<file path="config.mk">
export PLATFORM = sky130hd
export DESIGN_NAME = shift_cmd_frontend
export DESIGN_NICKNAME = d
export VERILOG_FILES = /design/src/rtl/shift_cmd_frontend.sv
export SDC_FILE = /design/constraint.sdc
export NUM_CORES = 1
export LEC_CHECK = 0
export BUFFER_PORTS_ARGS = -buffer_cell sky130_fd_sc_hd__buf_2
export CAP_MARGIN = 20
export CELL_PAD_IN_SITES_DETAIL_PLACEMENT = 1
export CELL_PAD_IN_SITES_GLOBAL_PLACEMENT = 1
export CORE_MARGIN = 2
export CORE_UTILIZATION = 40
export CTS_CLUSTER_SIZE = 20
export DETAILED_ROUTE_END_ITERATION = 7
export PLACE_DENSITY = 0.78
export REMOVE_ABC_BUFFERS = 1
export SKIP_CTS_REPAIR_TIMING = 1
export SYNTH_ARGS = -nofsm -noshare
export SYNTH_HDL_FRONTEND = slang
export SYNTH_SLANG_ARGS = --single-unit
</file>
<file path="constraint.sdc">
create_clock -name clk -period 6.1 [get_ports clk]
set_input_delay 1.22 -clock clk [delete_from_list [all_inputs] [get_ports clk]]
set_output_delay 1.22 -clock clk [all_outputs]
set_load 0.02 [all_outputs]
</file>
<file path="src/rtl/shift_cmd_frontend.sv">
// Command front-end for a combinational rotate-type barrel shifter.
// Buffers incoming shift commands in a small FIFO. Presents the head command
// to the external shifter and captures the shifter result in an output register.
//
// Handshake rule (cmd_* and out_*): a transfer happens on a rising clk edge
// where valid && ready are both high. A source holds its payload stable while
// valid is high and ready is low. ready never depends on valid.
module shift_cmd_frontend #(
  parameter int WIDTH       = 8,
  parameter int DEPTH       = 4,
  parameter int CMD_SHAMT_W = 8,
  localparam int SHAMT_WIDTH = $clog2(WIDTH)
) (
  input  logic                   clk,
  input  logic                   rst,
  input  logic                   cmd_valid,
  output logic                   cmd_ready,
  input  logic [WIDTH-1:0]       cmd_data,
  input  logic [CMD_SHAMT_W-1:0] cmd_shamt,
  input  logic                   cmd_dir,
  output logic [WIDTH-1:0]       rot_a,
  output logic [SHAMT_WIDTH-1:0] rot_shamt,
  output logic                   rot_dir,
  input  logic [WIDTH-1:0]       rot_res,
  output logic                   out_valid,
  input  logic                   out_ready,
  output logic [WIDTH-1:0]       out_data,
  output logic [15:0]            ops_done
);

  localparam int PTR_W   = $clog2(DEPTH);
  localparam int ENTRY_W = WIDTH + SHAMT_WIDTH + 1;
  localparam logic [PTR_W:0] PTR_ONE = {{PTR_W{1'b0}}, 1'b1};

  // Entry layout: {operand, rotate amount, direction}
  logic [ENTRY_W-1:0] mem [DEPTH];
  logic [PTR_W:0]     wr_ptr;
  logic [PTR_W:0]     rd_ptr;
  logic [ENTRY_W-1:0] head;
  logic               empty;
  logic               full;
  logic               push;
  logic               pop;

  // The upper amount bits are dropped on purpose. Truncating the amount
  // gives a rotation modulo WIDTH.
  generate
    if (CMD_SHAMT_W > SHAMT_WIDTH) begin : g_shamt_hi
      logic unused_shamt_hi;
      assign unused_shamt_hi = ^cmd_shamt[CMD_SHAMT_W-1:SHAMT_WIDTH];
    end
  endgenerate

  // The extra wrap bit tells full apart from empty when the index bits match.
  assign empty = (wr_ptr == rd_ptr);
  assign full  = (wr_ptr[PTR_W] != rd_ptr[PTR_W]) &&
                 (wr_ptr[PTR_W-1:0] == rd_ptr[PTR_W-1:0]);

  // No full-bypass: a pop in the same cycle does not reopen a full FIFO.
  assign cmd_ready = !full && !rst;
  assign push      = cmd_valid && cmd_ready;
  assign pop       = !empty && (!out_valid || out_ready);

  assign head      = mem[rd_ptr[PTR_W-1:0]];
  assign rot_a     = empty ? '0 : head[ENTRY_W-1 -: WIDTH];
  assign rot_shamt = empty ? '0 : head[SHAMT_WIDTH:1];
  assign rot_dir   = empty ? 1'b0 : head[0];

  // Command storage: written on push only. The array contents need no reset.
  always_ff @(posedge clk) begin
    if (push) begin
      mem[wr_ptr[PTR_W-1:0]] <= {cmd_data, cmd_shamt[SHAMT_WIDTH-1:0], cmd_dir};
    end
  end

  // FIFO pointers: each pointer advances on its own handshake and wraps modulo 2*DEPTH.
  always_ff @(posedge clk) begin
    if (rst) begin
      wr_ptr <= '0;
      rd_ptr <= '0;
    end else begin
      if (push) wr_ptr <= wr_ptr + PTR_ONE;
      if (pop)  rd_ptr <= rd_ptr + PTR_ONE;
    end
  end

  // Output register captures the shifter result and keeps it until it is consumed.
  always_ff @(posedge clk) begin
    if (rst) begin
      out_valid <= 1'b0;
      out_data  <= '0;
    end else if (pop) begin
      out_valid <= 1'b1;
      out_data  <= rot_res;
    end else if (out_valid && out_ready) begin
      out_valid <= 1'b0;
    end
  end

  // Count of completed output handshakes. The counter wraps at 16 bits.
  always_ff @(posedge clk) begin
    if (rst) begin
      ops_done <= '0;
    end else if (out_valid && out_ready) begin
      ops_done <= ops_done + 16'd1;
    end
  end

endmodule

</file>
### Word-level counts from Yosys, hierarchy flattened

Memory sizes are Yosys's and may differ from the RTL's. A register that Yosys moved wholly into a read port is not among the register bits.
Index checks and enable logic that the tools add are counted.

* memories kept: 1
* register bits after elaboration: 31
* output and inout port bits: 38
* bits in writable memories: 48
* input port bits: 29
* logic and storage cells: 32

* multiplexer cells: 9
* $add $sub $neg: 3
* eq/ne operators: 3
* reductions and logical operators: 11

Memories
* mem: words 4, bits a word 12, read ports 1, clocked after memory_dff 1, wr ports 1, line 36 `logic [ENTRY_W-1:0] mem [DEPTH];`

Operators with widths (number)
* $add A16 B1 Y16 const B: 1
* $mux W8: 1
* $add A3 B1 Y3 const B: 2
* $logic_and A1 B1 Y1: 5
* $mux W1: 5
* $logic_not A1 Y1: 4
* $mux W2: 2
* $eq A3 B3 Y1: 1
* $mux W3: 1
* $eq A2 B2 Y1: 1
* $reduce_bool A2 Y1: 1
* $logic_or A1 B1 Y1: 1
* $ne A1 B1 Y1: 1

### Longest topological paths before layout

Gate-level depths: netlist of the first run.

* word-level depth: 7
* gate-level depth with buffers: 5
* depth with buffers taken out: 5

### Worst setup path before layout of the first run

Ideal clock, no wire load.

* path kind: input to output
* start point: in rst
* end point: out cmd_ready
* data required time: 4.880 ns
* stages: 3
* data arrival time: 1.864 ns
* setup slack: 3.016 ns
* path buffers: 2
* cell sequence: clkbuf_8 clkbuf_1 nor2_1

* cells in the longest elaborated chain, start to end: 2

RTL lines
* start, declared: line 15 `input logic rst,`
* $logic_not A1 Y1: line 60 `assign cmd_ready = !full && !rst;`
* $logic_and A1 B1 Y1: line 60
* end, declared: line 17 `output logic cmd_ready,`

No other way between the ends.

==> results.txt, run 1 <==
Worst EP arrival = 2.14 ns
Yosys warnings = 0
Complex-gate fraction of the synthesized area = 0.02232
Drt drc = 0
Non-filler instance count after layout = 408
Clk sinks = 81
Final Cycle Share = 0.5501
Met1 GRT Util = 0.1865
Nets = 334
Post-Synth Adder-Cell Area = 0.02270
Reg power frac = 0.446
Iter 0 DRT Violations = 41
Slew @ Worst Pin = 0.8393 ns
Sw frac = 0.3187
Layout cell share with drive strength beyond 1 = 0.3234
Post-synth top area cell = edfxtp_1
Combinational share of power = 0.275
RSZ-0062 raised after global routing = false
Tightest Hold Check Type = flop to flop
Core area = 8134 um2
Place WS = 2.789 ns
Vias in the first global route = 2072
Num CTS Buffers = 9
Starting Density = 0.4066
Synth cell types = 32
CTS tree = done
Detailed-route wire length = 6534 um
Final HPWL DP = 4551 um
P_leak = 1.471 nW
Top-area cell type share of the netlist area = 0.4359
Synth top area cells = edfxtp_1, dfxtp_1, mux4_2
WL per Instance = 16.01 um
Ant diodes = 0
Cell Int Power = 0.001040 W
Critical path endpoint category = primary output
CP Class = flop to primary output
CP max stage delay = 0.87 ns
Clock share of power = 0.279
Gate Count Post-Synth = 233
GPL Wtd Cong = 0.6965
Rel. slew slack = 0.4397
Syn avg cell area = 14.19 um2
Most common cell in the netlist = edfxtp_1
Worst path slowest cell = dfxtp_1
Sw Pwr = 0.0004862 W
Via count = 2030
Initial antenna violation count = 0
IO Port Bufs = 61
Total Routing Usage GR = 0.1604
First-pass GRT wire length = 10580 um
Top FF cell, synth = edfxtp_1
CTS Buffer Depth = 2
Final setup vio count = 0
Max Freq = 0.2980 GHz
Placed cell count = 393
Setup TNS = 0 ns
Required time worst endpoint = 4.88 ns
Crit path buf inv count = 1
Status = completed
Power Dens Cells = 390.0 nW/um2
Pin count of the biggest net entering global routing = 39
Startpoint types = flop
Peak supply drop = 0.1495 mV
Simple-gate area share of the yosys netlist = 0.1192
Most frequent cells after synthesis = edfxtp_1, nor2_1, dfxtp_1, nor2b_1, xnor2_1
Crit Path Max Fanout = 12
Seq/Total Area, Yosys = 0.6356
Root Driver = clkbuf_8
Global Route met3 Usage = 0.05986
Clock Pin Slew Worst Setup and Hold Paths = 0.08 ns
Clock Latency Late Sink = 0.35 ns
Die W = 94.93 um
CP delay by family, top = flip-flops
DR pass1 iterations = 4
Yosys reg bits = 81
Slew Limit Fails = 0
Final worst setup slack = 2.744 ns
Largest family of logic cells by synthesized area = multiplexers
GR Overflow Total = 0
Setup Skew = 0.006893 ns
FFs w/ async S/R, synth = 0
Chip height = 94.93 um
Via-to-Cell Ratio = 4.975
Mux contribution to synthesized area = 0.1222
Top-level I/O count = 67
H-tree levels = 3
Final ANT Viol Nets = 0
P&R area growth vs syn = 18.31%
Final Hold Fails = 0
Worst path cell trace = mux4_2, nor2b_1, buf_2
Post-synth EDFFs = 48
Synth Area in XOR/XNOR = 0.05221
Max_cap viols = 0
Fin crit period = 3.356 ns
Rows = 33
Synthesized cell area = 3307 um2
Met2 Track Usage GR = 0.2677
Global routing's busiest layer = met2
Die ar. = 9011 um2
[flip-flops by register name, summed over array words and instances, names as in the netlist, named ones only]
signal	flops
wr_ptr	3
ops_done	16
mem	48
out_valid	1
rd_ptr	3
out_data	8
[worst min-delay path: stages (launching register included)]
cell	delay, ns
dfxtp_1	0.33
mux2i_1	0.07
nor2_1	0.07
[cells in the final DEF (no fill, tap or decap), types with 5 or more instances in the layout]
master and n:
nand4_1 5, nor2b_1 15, inv_1 6, ha_1 6, xnor2_1 14, clkbuf_8 9, buf_2 61, mux4_2 12
nand3_1 6, mux2i_1 10, dfxtp_1 33, nor3_1 7, edfxtp_1 48, nor2_1 35
[power groups by stage]
stage	combinational, W	clock (W)	sequential [W]
6_report	0.000419	0.000426	0.000681
5_1_grt	0.000458	0.000460	0.000691
4_1_cts	0.000428	0.000439	0.000684
3_5_place_dp	0.000427	0	0.000694
3_3_place_gp	0.000412	0	0.000690
2_1_floorplan	0.000273	0	0.000705
[logic make-up after synthesis]
group,after synthesis
DFF,81
adders and majority gates,6
xor gates and xnor gates,18
and+or+nand+nor,81
AOI/OAI and AO/OA,8
muxes,25
buffers and inverters,14
[cell type report]
class / count / area (um2)
Multi-Input combinational cell: 138 / 1120
Tap cell: 105 / 131.4
Fill cell: 861 / 4222
Clock inverter: 6 / 92.59
Sequential cell: 81 / 2102
Inverter: 6 / 22.52
Clock buffer: 9 / 123.9
Timing Repair Buffer: 63 / 320.3
[path summary, 6_finish.rpt]
path               startpoint           to  slack, ns  depth (start not counted)
hold reg to reg   out_data[3]  out_data[3]       0.50                          2
hold / removal    out_data[3]  out_data[3]       0.50                          2
setup / recovery         flop     rot_a[7]       2.74                          3
setup reg to reg    wr_ptr[1]    mem[0][6]       4.10                          4
[through the flow]
stage                     total power (W)  hold slack (ns)  utilization  area (um2)
final                            0.001526           0.5006       0.4810        3913
after global routing             0.001609           0.5388       0.4810        3913
after CTS                        0.001551           0.5109       0.4810        3913
after detailed placement         0.001121           0.4752       0.4544        3696
after global placement           0.001102           0.4668       0.4544        3696
after floorplan                 0.0009775           0.4887            -        3244
[layer usage]
layer / share of wire / wire length (um) / up-vias
met1: 0.42 / 2743 / 992
met2: 0.50 / 3245 / 61
met5: 0 / 0 / -
li1: - / - / 969
met4: 0.014 / 91 / 0
met3: 0.069 / 453 / 8
No activity file was read; power rests on OpenSTA's default activity.
==> run 2, diff against run 1 <==
--- a/config.mk
+++ b/config.mk
@@ -13,7 +13,7 @@
 export CORE_UTILIZATION = 40
 export CTS_CLUSTER_SIZE = 20
 export DETAILED_ROUTE_END_ITERATION = 7
-export PLACE_DENSITY = 0.78
+export PLACE_DENSITY = 0.8
 export REMOVE_ABC_BUFFERS = 1
 export SKIP_CTS_REPAIR_TIMING = 1
 export SYNTH_ARGS = -nofsm -noshare
==> constraint.sdc (replaced) <==
create_clock -name clk -period 3 [get_ports clk]
set_input_delay 0.6 -clock clk [delete_from_list [all_inputs] [get_ports clk]]
set_output_delay 0.6 -clock clk [all_outputs]
set_load 0.02 [all_outputs]
==> run 2 against run 1 <==
  * Register-to-register slack worse by 3.1 ns
  * Sequential power is 98% higher
  * Routed wire length decreased by 1.4%
  * Power increased by 99%
  * Hold slack got worse by 0.047 ns
  * Cell count is 0.74% higher
  * Die area unchanged
  * Count of clock-buffer cells in the layout increased by 1
  * Setup slack got worse by 2.1 ns
==> results.txt, run 2 (synthesis gave the netlist of run 1 again) <==
Status = completed (unchanged)
GPL Wtd Cong = 0.7103 (was 0.6965)
Total Routing Usage GR = 0.1580 (was 0.1604)
Rows = 33 (unchanged)
Root Driver = clkbuf_8 (unchanged)
Final ANT Viol Nets = 0 (unchanged)
CP Class = flop to primary output (unchanged)
Detailed-route wire length = 6442 um (was 6534 um)
Pin count of the biggest net entering global routing = 30 (was 39)
Clock Latency Late Sink = 0.36 ns (was 0.35 ns)
Commonest non-fill, non-tap cells in the layout = buf_2, edfxtp_1, nor2_1 (unchanged)
DR pass1 iterations = 4 (unchanged)
Max FFs per register = 48 (unchanged)
Core area = 8134 um2 (unchanged)
Die ar. = 9011 um2 (unchanged)
Startpoint types = flop (unchanged)
IO Port Bufs = 61 (unchanged)
Worst path slowest cell = mux4_2 (was dfxtp_1)
Cell Int Power = 0.002042 W (was 0.001040 W)
Nets = 336 (was 334)
P_leak = 1.472 nW (was 1.471 nW)
Max Freq = 0.4217 GHz
Power Dens Cells = 776.0 nW/um2 (was 390.0 nW/um2)
RSZ-0062 raised after global routing = false (unchanged)
P&R area growth vs syn = 18.12% (was 18.31%)
Iter 0 DRT Violations = 96 (was 41)
Sw frac = 0.3264 (was 0.3187)
Worst path cell trace = buf_4, mux4_2, nor2b_1, buf_2 (was mux4_2, nor2b_1, buf_2)
Most common cell after layout, fill and taps aside = buf_2 (unchanged)
Layout cell share with drive strength beyond 1 = 0.3268 (was 0.3234)
Max_cap viols = 0 (unchanged)
Starting Density = 0.4066 (unchanged)
WL per Instance = 15.67 um (was 16.01 um)
Crit path buf inv count = 2 (was 1)
Peak supply drop = 0.4132 mV (was 0.1495 mV)
Critical path endpoint category = primary output (unchanged)
Chip height = 94.93 um (unchanged)
Required time worst endpoint = 2.40 ns (was 4.88 ns)
Sw Pwr = 0.0009893 W (was 0.0004862 W)
Via-to-Cell Ratio = 4.893 (was 4.975)
Clock share of power = 0.263 (was 0.279)
Final HPWL DP = 4607 um (was 4551 um)
Reg power frac = 0.445 (was 0.446)
Clock Pin Slew Worst Setup and Hold Paths = 0.09 ns (was 0.08 ns)
Drt drc = 0 (unchanged)
Crit Path Max Fanout = 12 (unchanged)
Fin crit period = 2.371 ns
Slew Limit Fails = 0 (unchanged)
Final setup vio count = 0 (unchanged)
Worst EP arrival = 1.77 ns (was 2.14 ns)
GR Overflow Total = 0 (unchanged)
Clk sinks = 81 (unchanged)
Setup TNS = 0 ns (unchanged)
Via count = 2011 (was 2030)
Filler cells = 863 (was 861)
Final Hold Fails = 0 (unchanged)
Ant diodes = 0 (unchanged)
Worst hold slack = 0.4540 ns (was 0.5006 ns)
Rel. slew slack = 0.5714 (was 0.4397)
Final Cycle Share = 0.7904
CP max stage delay = 0.54 ns (was 0.87 ns)
Combinational share of power = 0.292 (was 0.275)
Die W = 94.93 um (unchanged)
First-pass GRT wire length = 10610 um (was 10580 um)
R2r setup slk = 1.02 ns (was 4.10 ns)
CTS Buffer Depth = 2 (unchanged)
Initial antenna violation count = 0 (unchanged)
Slew @ Worst Pin = 0.6428 ns (was 0.8393 ns)
Top-level I/O count = 67 (unchanged)
CTS tree = done (unchanged)
Setup Skew = 0.01034 ns (was 0.006893 ns)
Tightest Hold Check Type = input port to flop (was flop to flop)
CP delay by family, top = multiplexers (was flip-flops)
Vias in the first global route = 2109 (was 2072)
Num CTS Buffers = 9 (unchanged)
H-tree levels = 3 (unchanged)
run 2: cell types whose count changed in the layout (fill, tap and decap cells not counted), sizes merged:
cell	delta
buf	+2
bufinv	-1
clkbuf	+1
inv	+1
run 2: area by class of cell:
type	instances	area, um2	share of cell area
multi-input combinational	138	1120	0.2867
sequential	81	2102	0.5381
clock buffer	10	127.6	0.03267
timing repair buffer	65	335.3	0.08584
tap	105	131.4	0.03363
inverter	6	22.52	0.005766
clock inverter	6	67.56	0.01730
run 2: per-stage QoR:
stage                     std cells  cell area (um2)  worst slack (ns)  total power (W)    util
after floorplan                 225             3244            0.8356         0.001988       -
after global placement          395             3711             1.008         0.002246  0.4562
after detailed placement        395             3711            0.9423         0.002284  0.4562
after CTS                       411             3906            0.5884         0.003078  0.4802
after global routing            411             3906            0.5188         0.003204  0.4802
final                           411             3906            0.6289         0.003031  0.4802
run 2: path summary, 6_finish.rpt:
kind               startpoint     endpoint  depth (start not counted)
hold / removal    cmd_data[2]    mem[0][6]                          1
hold reg to reg   out_data[6]  out_data[6]                          2
setup reg to reg    wr_ptr[1]    mem[2][4]                          4
setup / recovery         flop     rot_a[3]                          4
run 2: power by group through the flow:
stage	Clock (W)	Combinational [W]	Sequential (W)
2_1_floorplan	0	0.000554	0.00143
4_1_cts	0.000817	0.000909	0.00135
3_3_place_gp	0	0.000878	0.00137
5_1_grt	0.000867	0.000976	0.00136
6_report	0.000797	0.000886	0.00135
3_5_place_dp	0	0.000909	0.00138
run 2: layer usage:
metal | vias up | wire length, um | track usage
met2 | 59 | 3167 | 0.2618
met1 | 970 | 2811 | 0.1942
met4 | 0 | 94 | 0.06159
met5 | - | 0 | 0
met3 | 11 | 368 | 0.04709
li1 | 971 | - | -
